===== config.mk =====
export PLATFORM = sky130hd
export DESIGN_NAME = turn_signal_decoder
export DESIGN_NICKNAME = d
export VERILOG_FILES = /design/src/rtl/turn_dec_pkg.sv /design/src/rtl/turn_signal_decoder_classify.sv /design/src/rtl/turn_signal_decoder.sv
export SDC_FILE = /design/constraint.sdc
export NUM_CORES = 1
export LEC_CHECK = 0
export ABC_AREA = 0
export BUFFER_PORTS_ARGS = -buffer_cell sky130_fd_sc_hd__buf_2
export CORE_AREA = 2 2 61 63
export DETAILED_ROUTE_END_ITERATION = 8
export DIE_AREA = 0 0 63 65
export GPL_TIMING_DRIVEN = 0
export SYNTH_ARGS = -nofsm -noshare
export SYNTH_HDL_FRONTEND = slang
export SYNTH_SLANG_ARGS = --single-unit

===== constraint.sdc =====
create_clock -name clk -period 2 [get_ports clk]
set_clock_uncertainty 0.1 [all_clocks]
set_input_delay 0.1 -clock clk [delete_from_list [all_inputs] [get_ports clk]]
set_output_delay 0.1 -clock clk [all_outputs]
set_load 0.01 [all_outputs]

===== src/rtl/turn_dec_pkg.sv =====
// Shared types for the turn-signal decoder: FSM states, dir encodings and lamp pattern classes.
// Hazard states are compiled in only when TURN_DEC_HAZARD_EN is defined.
package turn_dec_pkg;

  typedef enum logic [3:0] {
    IDLE,
    L1S,
    L2S,
    L3S,
    R1S,
    R2S,
    R3S,
`ifdef TURN_DEC_HAZARD_EN
    H1S,
    H2S,
    H3S,
`endif
    ERR
  } state_e;

  typedef enum logic [2:0] {
    OFF,
    S1,
    S2,
    S3,
    BAD
  } pat_e;

  localparam logic [1:0] DIR_NONE  = 2'b00;
  localparam logic [1:0] DIR_LEFT  = 2'b01;
  localparam logic [1:0] DIR_RIGHT = 2'b10;
  localparam logic [1:0] DIR_HAZ   = 2'b11;

  function automatic logic [1:0] dir_of(input state_e s);
    case (s)
      L1S, L2S, L3S: dir_of = DIR_LEFT;
      R1S, R2S, R3S: dir_of = DIR_RIGHT;
`ifdef TURN_DEC_HAZARD_EN
      H1S, H2S, H3S: dir_of = DIR_HAZ;
`endif
      default:       dir_of = DIR_NONE;
    endcase
  endfunction

endpackage


===== src/rtl/turn_signal_decoder_classify.sv =====
// Combinational classifier mapping one side's {x1,x2,x3} lamp bits to a pattern class.
module lamp_pattern_classify
  import turn_dec_pkg::*;
(
  input  logic [2:0] i_bits,
  output pat_e       o_pat
);

  always_comb begin
    o_pat = BAD;
    case (i_bits)
      3'b000:  o_pat = OFF;
      3'b100:  o_pat = S1;
      3'b110:  o_pat = S2;
      3'b111:  o_pat = S3;
      default: o_pat = BAD;
    endcase
  end

endmodule


===== src/rtl/turn_signal_decoder.sv =====
// Monitor that tracks the lamp FSM sweep protocol and reports direction, sweep completion and errors.
// Define TURN_DEC_HAZARD_EN to accept hazard (both sides in lockstep) sweeps.
module turn_signal_decoder
  import turn_dec_pkg::*;
#(
  parameter int CNT_W = 8
) (
  input  logic             clk,
  input  logic             reset,
  input  logic             L1,
  input  logic             L2,
  input  logic             L3,
  input  logic             R1,
  input  logic             R2,
  input  logic             R3,
  output logic [1:0]       dir,
  output logic             done,
  output logic             err,
  output logic [CNT_W-1:0] sweep_cnt
);

  localparam logic [CNT_W-1:0] CNT_MAX = '1;

  state_e           r_state;
  logic [1:0]       r_dir;
  logic             r_done;
  logic             r_err;
  logic [CNT_W-1:0] r_cnt;

  state_e     w_next;
  logic       w_done_next;
  logic [2:0] w_side_bits [2];
  pat_e       w_pat [2];
  logic       w_l_off;
  logic       w_r_off;
  logic       w_both_off;

  assign w_side_bits[0] = {L1, L2, L3};
  assign w_side_bits[1] = {R1, R2, R3};

  // Index 0 is the left side, index 1 the right side.
  generate
    for (genvar gi = 0; gi < 2; gi++) begin : g_side
      lamp_pattern_classify u_classify (
        .i_bits (w_side_bits[gi]),
        .o_pat  (w_pat[gi])
      );
    end
  endgenerate

  assign w_l_off    = (w_pat[0] == OFF);
  assign w_r_off    = (w_pat[1] == OFF);
  assign w_both_off = w_l_off && w_r_off;

  always_comb begin
    w_next      = r_state;
    w_done_next = 1'b0;
    case (r_state)
      IDLE: begin
        if (w_both_off)                      w_next = IDLE;
        else if (w_pat[0] == S1 && w_r_off)  w_next = L1S;
        else if (w_pat[1] == S1 && w_l_off)  w_next = R1S;
`ifdef TURN_DEC_HAZARD_EN
        else if (w_pat[0] == S1 && w_pat[1] == S1) w_next = H1S;
`endif
        else                                 w_next = ERR;
      end
      L1S: begin
        if (w_both_off)                      w_next = IDLE;
        else if (w_pat[0] == S2 && w_r_off)  w_next = L2S;
        else                                 w_next = ERR;
      end
      L2S: begin
        if (w_both_off)                      w_next = IDLE;
        else if (w_pat[0] == S3 && w_r_off)  w_next = L3S;
        else                                 w_next = ERR;
      end
      R1S: begin
        if (w_both_off)                      w_next = IDLE;
        else if (w_pat[1] == S2 && w_l_off)  w_next = R2S;
        else                                 w_next = ERR;
      end
      R2S: begin
        if (w_both_off)                      w_next = IDLE;
        else if (w_pat[1] == S3 && w_l_off)  w_next = R3S;
        else                                 w_next = ERR;
      end
`ifdef TURN_DEC_HAZARD_EN
      H1S: begin
        if (w_both_off)                              w_next = IDLE;
        else if (w_pat[0] == S2 && w_pat[1] == S2)   w_next = H2S;
        else                                         w_next = ERR;
      end
      H2S: begin
        if (w_both_off)                              w_next = IDLE;
        else if (w_pat[0] == S3 && w_pat[1] == S3)   w_next = H3S;
        else                                         w_next = ERR;
      end
      L3S, R3S, H3S: begin
`else
      L3S, R3S: begin
`endif
        // Only a dark frame after the third step completes a sweep.
        if (w_both_off) begin
          w_next      = IDLE;
          w_done_next = 1'b1;
        end else begin
          w_next = ERR;
        end
      end
      ERR: begin
        if (w_both_off) w_next = IDLE;
        else            w_next = ERR;
      end
      default: w_next = ERR;
    endcase
  end

  always_ff @(posedge clk) begin
    if (!reset) begin
      r_state <= IDLE;
      r_dir   <= DIR_NONE;
      r_done  <= 1'b0;
      r_err   <= 1'b0;
      r_cnt   <= '0;
    end else begin
      r_state <= w_next;
      r_dir   <= dir_of(w_next);
      r_done  <= w_done_next;
      r_err   <= r_err || (w_next == ERR);
      if (w_done_next && r_cnt != CNT_MAX) begin
        r_cnt <= r_cnt + 1'b1;
      end
    end
  end

  assign dir       = r_dir;
  assign done      = r_done;
  assign err       = r_err;
  assign sweep_cnt = r_cnt;

endmodule

# Word level (Yosys, flattened, before mapping)
# Cells that the tools add are included.
# totals
ff_bits	16
romBits	0
in_bits	8
wordCells	69
mem_count	0
ram_bits	0
latchBits	0
# op_classes
n_eq_ne	27
n_lt_le_gt_ge	0
reduce_logical	18
div_mod_pow	0
bitwise_logic	0
shifts	0
add_sub_neg	1
muxes	18
n_mul	0
# ops
operator	n
4-bit by 3-bit == test with 1-bit output, second input constant	8
3-bit two-way mux	9
3-bit case mux with 4 select lines	2
4-bit case mux with 6 select lines	1
3-bit == test, second input constant	6
4-bit by 2-bit == test with 1-bit output, second input constant	4
3-bit by 2-bit == test with 1-bit output, second input constant	4
3-bit logical NOT	4
3-bit OR reduction	3
8-bit by 1-bit adder with 8-bit output, second input constant	1
4-bit by 1-bit == test with 1-bit output, second input constant	2
1-bit logical AND	8
8-bit != test, second input constant	1
3-bit by 1-bit == test with 1-bit output, second input constant	2
4-bit logical NOT	1
2-bit two-way mux	2
2-bit case mux with 2 select lines	1
1-bit two-way mux	3
2-bit OR reduction	1
1-bit logical OR	1

# Longest topological paths before layout
# Gate-level depths: netlist (run 1).
# logic_depth
depth_word	11
ltp_mapped	5

# By module
# From an unflattened synthesis (run 1), not the netlist that was laid out.
# hier_totals
hier_cells	100
area_unflattened_um2	849.6
# by_module_without_submodules
module	cells_each	area_each_um2	seq_area_each_um2	n_inst
turn_signal_decoder	90	777.0	300.3	1
lamp_pattern_classify	5	36.3	0.0	2

# Worst setup path before layout (run 1)
# Ideal clock, no wire load.
# synth_timing
kind	reg-to-reg
from	register r_state[1]
to	register r_state[0]
path_slack_ns	0.360
synth_period_minus_slack_ns	1.640
required_ns	1.785
t_arrival_ns	1.425
setup_time_ns	0.115
stages_incl_launch_ff	5
path_buffers	0
cell_sequence	dfxtp_1 > or3_1 > a2111oi_2 > a211oi_1 > and2_1
# synth_between
elab_chain_len	3
word_cells_on_any_way	10
cone_classes	eq/ne (7); mux (1); reduce/logical (2)
# synth_rtl
item	line	text
from (decl)	turn_signal_decoder.sv:24	state_e r_state;
from (signal assigned)	turn_signal_decoder.sv:127	r_state <= w_next;
4-bit by 3-bit == test with 1-bit output or 4-bit by 2-bit == test with 1-bit output (tied branches)	turn_signal_decoder.sv:58	case (r_state)
3-bit OR reduction (no source line)	n/a	
4-bit case mux with 6 select lines *	turn_signal_decoder.sv:58	
# Every way passes the cells marked *; elsewhere a longest branch is shown, timed or not.
# A chain may end at the register's enable or synchronous reset.

# Final worst setup path (run 1)
# layout_timing
from	register r_state[0]
to	register r_cnt[5], in the netlist sweep_cnt[5]
# layout_between
elab_chain_len	4
word_cells_on_any_way	5
cone_classes	eq/ne (2); mux (1); reduce/logical (2)
# layout_rtl
item	line	text
4-bit by 2-bit == test with 1-bit output or 4-bit by 3-bit == test with 1-bit output (tied branches)	turn_signal_decoder.sv:58	
2-bit OR reduction *	turn_signal_decoder.sv:58	
1-bit two-way mux *	turn_signal_decoder.sv:58	
1-bit logical AND *	turn_signal_decoder.sv:131	if (w_done_next && r_cnt != CNT_MAX) begin
to (signal assigned)	turn_signal_decoder.sv:132	r_cnt <= r_cnt + 1'b1;
to (decl)	turn_signal_decoder.sv:28	logic [CNT_W-1:0] r_cnt;
# Marks and branches as above.

==> flow_summary_export.csv, run 1 <==
group,metric,value,unit
die,start_util,23.62,%
timing,fin_crit_sh,92.70,%
detailed_routing,ant_nets,0,
clock_tree,cts_sinks,15,
global_routing,grt_start_max_net_pins,11,
global_routing,globalRouteOverflowTotal,0,
global_routing,grt_pass1_wl,3.118,mm
finish,final_cell_mix,"19 x buf_2, 15 x dfxtp_1, 11 x nor2_1",
die,dieHeight,65,um
timing,fin_crit,1854,ps
placed_design,io_buffer_count,19,
run,maxCapViolCount,0,
power_and_ir_drop,power_density,562.2,nW/um2
timing,finalSetupTns,0,ps
finish,area_delta_synth_final,23.33,%
synthesis,synth_area_leaders,"dfxtp_1 36%, nor2_1 5.0%, xnor2_1 4.2%",
worst_setup_path,crit_type,"flop to flop",
die,die_area,4095,um2
hold_path,hold_path.class,"primary input to flop",
finish,final_nets,127,
synthesis,seq_area_frac_synth,36.36,%
die,die_w,63,um
synthesis,synth-seq-cells,15,
detailed_routing,drt_iter0_drc,32,
synthesis,synth_top_area_share,36.36,%
die,io_pins,20,
timing,rsz0062_at_grt,"false",
synthesis,syn_area,825.8,um2
timing,finalMaxSlewViolations,0,
synthesis,yosys.area.top_type,"dfxtp_1",
worst_setup_path,path_max_fanout,10,
worst_setup_path,critPathRequiredTime,2080,ps
placed_design,dp.cells,160,
clock_tree,htree_levels,1,
synthesis,yosysWarnings,0,
power_and_ir_drop,total_leakage_power,0.0003745,uW
worst_setup_path,cp.arrival,1930,ps
placed_design,place_congestion,0.7877,
global_routing,grt_pass1_vias,756,
worst_setup_path,cp_cell_sequence,"xor2_2 -> nand4_4 -> a31oi_1 -> a21boi_1 -> o21a_1",
timing,hold_violations,0,
worst_setup_path,cp-start-kind,"flop",
worst_setup_path,slowest_delay,480,ps
power_and_ir_drop,vdd_ir_drop_max,121.8,uV
synthesis,syn_nets,102,
timing,fin_ws,146.0,ps
detailed_routing,route.detailed.wl_per_inst,11.12,um
die,rows,22,
placed_design,dp_hpwl,1.458,mm
placed_design,post-place-ws,173.4,ps
clock_tree,cts_buffers,3,
global_routing,grtUsageTotal,9.563,%
synthesis,syn_inst,93,
timing,timing.fmax,0.5394,GHz
global_routing,grt_antenna_before_repair,0,
detailed_routing,routed_wl,1.835,mm
clock_tree,cts.clk_slew.worst_paths,90,ps
finish,layout_commonest_cell,"buf_2",
synthesis,synth_area_per_cell,8.879,um2
detailed_routing,drc,0,
finish,fill_cells,399,
die,core_area,3496,um2
clock_tree,clk_latency,280,ps
timing,finalSetupViolCount,0,
finish,drive_above_1_share,25.64,%
detailed_routing,dr.pass1.iters,4,
power_and_ir_drop,power,572.6,uW
clock_tree,cts_buffer_depth,2,
outcome,status,"finished clean",
timing,tightest_slew,452.1,ps
clock_tree,cts_tree,"built",
worst_setup_path,crit_path_end_kind,"flop",
timing,relSlewSlack,69.86,%
synthesis,ys_types,35,
finish,fin_cells,165,
detailed_routing,viasPerCell,4.818,
finish,num_antenna_cells,0,
detailed_routing,via_count,795,
clock_tree,ctsRootBufferMaster,"clkbuf_4",
worst_setup_path,crit_slowest_cell,"dfxtp_1",
==> worst max-delay path: cells and delay by family (launching register included) <==
family	cells	cell delay, ps
compound gates	3	720
xor+xnor	1	230
flops	1	480
simple gates	1	220
==> final cells by class <==
cell class              instances  area [um2]  area share, %
multi-input cells              72       503.0          49.39
well taps                      48       60.06          5.897
clock buffers                   3       22.52          2.211
inverters                       5       18.77          1.843
clock inverters                 1       5.005         0.4914
repair buffers                 20       105.1          10.32
plain buffers                   1       3.754         0.3685
flip-flops and latches         15       300.3          29.48
==> logic make-up after synthesis <==
kind of cell | after synthesis | synth area share (%)
mux | 1 | 1.212
xor+xnor | 5 | 6.212
flops | 15 | 36.36
simple gates | 45 | 31.06
fa+ha+maj | 1 | 1.515
buf+inv | 6 | 2.727
compound gates | 20 | 20.91
==> what timing repair did <==
action                                  CTS  global route
hold endpoints to repair                  3             0
endpoints found under the setup margin    0             0
gates resized for setup                   0             0
hold buffers                              1             0
buffers inserted                          0             0
==> cell usage after synthesis <==
cell / instances
a2111o_1: 1
a2111oi_2: 1
a2111oi_4: 1
a211oi_1: 2
a21boi_1: 1
a21oi_1: 4
a311o_1: 1
a311oi_1: 1
a31o_2: 1
a31oi_1: 3
and2_1: 2
and4_1: 1
clkbuf_1: 1
dfxtp_1: 15
ha_1: 1
inv_1: 5
mux2i_1: 1
nand2_1: 9
nand2b_1: 1
nand3_1: 2
nand4_1: 2
nand4_4: 1
nand4b_1: 2
nor2_1: 11
nor2b_1: 1
nor3_1: 4
nor3_2: 2
nor4_1: 2
o21a_1: 1
o21ai_0: 1
o41ai_1: 2
or3_1: 3
or4_1: 2
xnor2_1: 4
xor2_2: 1
==> power breakdown <==
part | switching (uW) | internal [uW] | total, uW | leakage (uW)
clock | 91.6 | 74.1 | 166 | 0.0000177
combinational | 46.4 | 34.7 | 81.1 | 0.000234
sequential | 14.5 | 311 | 326 | 0.000123
==> routing by layer <==
layer / wire length, um / track usage [%] / up-vias
li1: - / - / 401
met1: 834 / 11.19 / 375
met2: 912 / 16.76 / 17
met3: 76 / 2.083 / 2
met4: 12 / 4.167 / 0
met5: 0 / 0 / -
==> final timing paths <==
kind	start	end	slack, ps	cells past startpoint
max	r_state[0]$_SDFF_PN0_	sweep_cnt[5]$_SDFFE_PN0P_	150	5
min	R1	r_state[1]$_SDFF_PN0_	150	4
max reg2reg	r_state[0]$_SDFF_PN0_	sweep_cnt[5]$_SDFFE_PN0P_	150	5
min reg2reg	err$_SDFF_PN0_	err$_SDFF_PN0_	370	2
==> registers in the layout (all words and copies together), names as in the netlist <==
| signal | count |
|---|---|
| done | 1 |
| dir | 2 |
| err | 1 |
| sweep_cnt | 8 |
| r_state | 3 |
==> stage by stage <==
| stage | util [%] | area [um2] | hold slack [ps] |
|---|---|---|---|
| global route | 29.13 | 1018 | 152.3 |
| floorplan | - | 825.8 | 112.7 |
| detailed placement | 28.06 | 980.9 | 270.4 |
| finish | 29.13 | 1018 | 147.0 |
| global placement | 28.06 | 980.9 | 267.6 |
| CTS | 29.13 | 1018 | 139.4 |
Power figures use the tool's default switching activity.
==> inputs of run 2 (changes only) <==
--- a/config.mk
+++ b/config.mk
@@ -7,10 +7,11 @@
 export LEC_CHECK = 0
 export ABC_AREA = 0
 export BUFFER_PORTS_ARGS = -buffer_cell sky130_fd_sc_hd__buf_2
-export CORE_AREA = 2 2 61 63
+export CORE_AREA = 2 2 62 64
 export DETAILED_ROUTE_END_ITERATION = 8
-export DIE_AREA = 0 0 63 65
+export DIE_AREA = 0 0 64 66
 export GPL_TIMING_DRIVEN = 0
 export SYNTH_ARGS = -nofsm -noshare
 export SYNTH_HDL_FRONTEND = slang
+export SYNTH_HIERARCHICAL = 1
 export SYNTH_SLANG_ARGS = --single-unit
==> run 2 against run 1 <==
Effect of this change:
- combinational power up 95%
- design area up 2.2%
- die area up 3.2%
- hold slack better by 160 ps
- clock power about the same
- sequential share of layout area down 0.64 points
- worst setup slack better by 18 ps
- first-iteration DRC count up 75%
- non-clock buffer count up 2
- power up 14%
- register-to-register slack better by 20 ps
- critical endpoint is now err$_SDFF_PN0_
- largest power group unchanged
==> flow_summary_export.csv, run 2 <==
group,metric,value,unit
worst_setup_path,cp_cell_sequence,"buf_2 -> nand2b_1 -> a21oi_1 -> o311ai_0 -> nand2_1 -> o31ai_1",
synthesis,yosysWarnings,6,
finish,drive_above_1_share,24.19,%
timing,hold_violations,0,
timing,rsz0062_at_grt,"false",
synthesis,yosys.area.top_type,"dfxtp_1",
synthesis,synth-seq-cells,15,
worst_setup_path,critPathRequiredTime,2090,ps
finish,fill_cells,381,
global_routing,grt-busiest-layer,"met2",
clock_tree,hold_buffers,1,
worst_setup_path,cp.arrival,1930,ps
hold_path,hold_path.class,"primary input to flop",
placed_design,place_congestion,0.7713,
synthesis,synth_ff_type,"dfxtp_1",
clock_tree,cts_buffer_depth,2,
synthesis,async_flop_share,0,%
placed_design,io_buffer_count,19,
timing,fin_ws,163.5,ps
global_routing,grt_pass1_vias,634,
die,die_area,4224,um2
placed_design,dp.cells,167,
worst_setup_path,slowest_delay,510,ps
detailed_routing,routed_wl,1.703,mm
global_routing,grt_start_max_net_pins,11,
detailed_routing,drc,0,
clock_tree,cts_tree,"built",
die,die_w,64,um
clock_tree,clk_latency,280,ps
global_routing,use_met1,9.372,%
global_routing,grtUsageMet2,14.32,%
clock_tree,cts_sinks,15,
placed_design,dp_hpwl,1.332,mm
die,start_util,23.93,%
worst_setup_path,cp-start-kind,"flop",
finish,largest_register_ffs,8,
timing,finalMaxSlewViolations,0,
die,io_pins,20,
clock_tree,ctsRootBufferMaster,"clkbuf_4",
synthesis,synth_top_area_share,35.35,%
detailed_routing,dr.pass1.iters,4,
global_routing,grt_antenna_before_repair,0,
worst_setup_path,crit_slowest_cell,"o311ai_0",
clock_tree,post-cts-setup-buffers,0,
outcome,status,"finished clean",
placed_design,post-place-ws,-55.28,ps
finish,final_cell_mix,"20 x buf_2, 15 x nor2_1, 15 x dfxtp_1",
synthesis,syn_area,849.6,um2
global_routing,grtUsageTotal,8.351,%
synthesis,syn_inst,100,
clock_tree,cts_resized,0,
synthesis,ys_types,35,
finish,area_delta_synth_final,22.53,%
clock_tree,cts_buffers,3,
power_and_ir_drop,total_leakage_power,0.0004102,uW
global_routing,use_met3,3.066,%
clock_tree,cts.clk_slew.worst_paths,90,ps
die,dieHeight,66,um
power_and_ir_drop,vdd_ir_drop_max,182.0,uV
synthesis,synthTopCellsByCount,"15 x dfxtp_1, 15 x nor2_1, 9 x xnor2_1",
finish,layout_commonest_cell,"buf_2",
detailed_routing,via_count,782,
detailed_routing,route.detailed.wl_per_inst,9.901,um
timing,timing.fmax,0.5445,GHz
timing,fin_crit,1836,ps
synthesis,syn_nets,109,
timing,finalSetupViolCount,0,
finish,fin_cells,172,
synthesis,synth-edff-count,0,
synthesis,synth_area_leaders,"dfxtp_1 35%, xnor2_1 9.3%, nor2_1 6.6%",
global_routing,globalRouteOverflowTotal,0,
detailed_routing,drt_iter0_drc,56,
detailed_routing,viasPerCell,4.547,
finish,final_nets,134,
die,core_area,3551,um2
timing,fin_crit_sh,91.82,%
finish,ff_latch_area,300.3,um2
worst_setup_path,path_max_fanout,9,
timing,tightest_slew,580.2,ps
synthesis,synth_area_per_cell,8.496,um2
clock_tree,htree_levels,1,
run,maxCapViolCount,0,
power_and_ir_drop,power_density,626.0,nW/um2
die,rows,22,
detailed_routing,ant_nets,0,
synthesis,seq_area_frac_synth,35.35,%
finish,num_antenna_cells,0,
finish,multiInputGateArea,514.2,um2
global_routing,grt_pass1_wl,2.746,mm
worst_setup_path,crit_type,"flop to flop",
timing,relSlewSlack,60.83,%
power_and_ir_drop,power,651.6,uW
worst_setup_path,crit_path_end_kind,"flop",
[run 2: cell count changes after synthesis, sizes merged, moves of 3 or more]
cell / change
a31oi: -3
xnor2: +5
or3: -3
nor2: +4
nor4: +3
[run 2: path summary, 6_finish.rpt]
path	endpoint	slack, ps	cells past startpoint	startpoint
worst min-delay path	done$_SDFF_PN0_	310	5	R1
worst min register to register	err$_SDFF_PN0_	390	2	err$_SDFF_PN0_
worst max register to register	err$_SDFF_PN0_	160	6	r_state[1]$_SDFF_PN0_
worst max-delay path	err$_SDFF_PN0_	160	6	r_state[1]$_SDFF_PN0_
[run 2: layout make-up]
type | instances | share of cell area, %
Clock buffer | 4 | 2.524
Tap cell | 48 | 5.769
Buffer | 3 | 1.562
Inverter | 5 | 1.803
Timing Repair Buffer | 20 | 10.10
Multi-Input combinational cell | 77 | 49.40
Sequential cell | 15 | 28.85
[run 2: critical path: cells and delay by family (launching register included)]
kind / cells / cell delay, ps
AOI/OAI and AO/OA: 3 / 840
buffers and inverters: 1 / 200
DFF: 1 / 310
and+or+nand+nor: 2 / 300
[run 2: cell families after synthesis]
| kind of cell | synth area share (%) |
|---|---|
| xor+xnor | 10.31 |
| flops | 35.35 |
| buf+inv | 4.123 |
| mux | 2.357 |
| compound gates | 11.34 |
| fa+ha+maj | 1.473 |
| simple gates | 35.05 |
[run 2: per-stage QoR]
stage / setup TNS (ps) / utilization [%] / hold WS, ps / area (um2)
2_1_floorplan: 0 / - / 112.7 / 849.6
3_3_place_gp: -30.15 / 28.29 / 232.2 / 1005
3_5_place_dp: -149.9 / 28.29 / 262.8 / 1005
4_1_cts: 0 / 29.32 / 298.3 / 1041
5_1_grt: 0 / 29.32 / 327.9 / 1041
6_report: 0 / 29.32 / 311.7 / 1041
[run 2: per-layer routing]
layer,wire (um),up-vias
met5,0,-
met4,7,0
met3,81,2
met2,789,18
met1,824,356
li1,-,406
[run 2: report_power, final]
group / switching (uW) / internal, uW / leakage (uW)
Combinational: 92.8 / 65.6 / 0.000273
Sequential: 8.04 / 317 / 0.000123
Clock: 91.5 / 77.3 / 0.0000150
Total: 192 / 459 / 0.000410
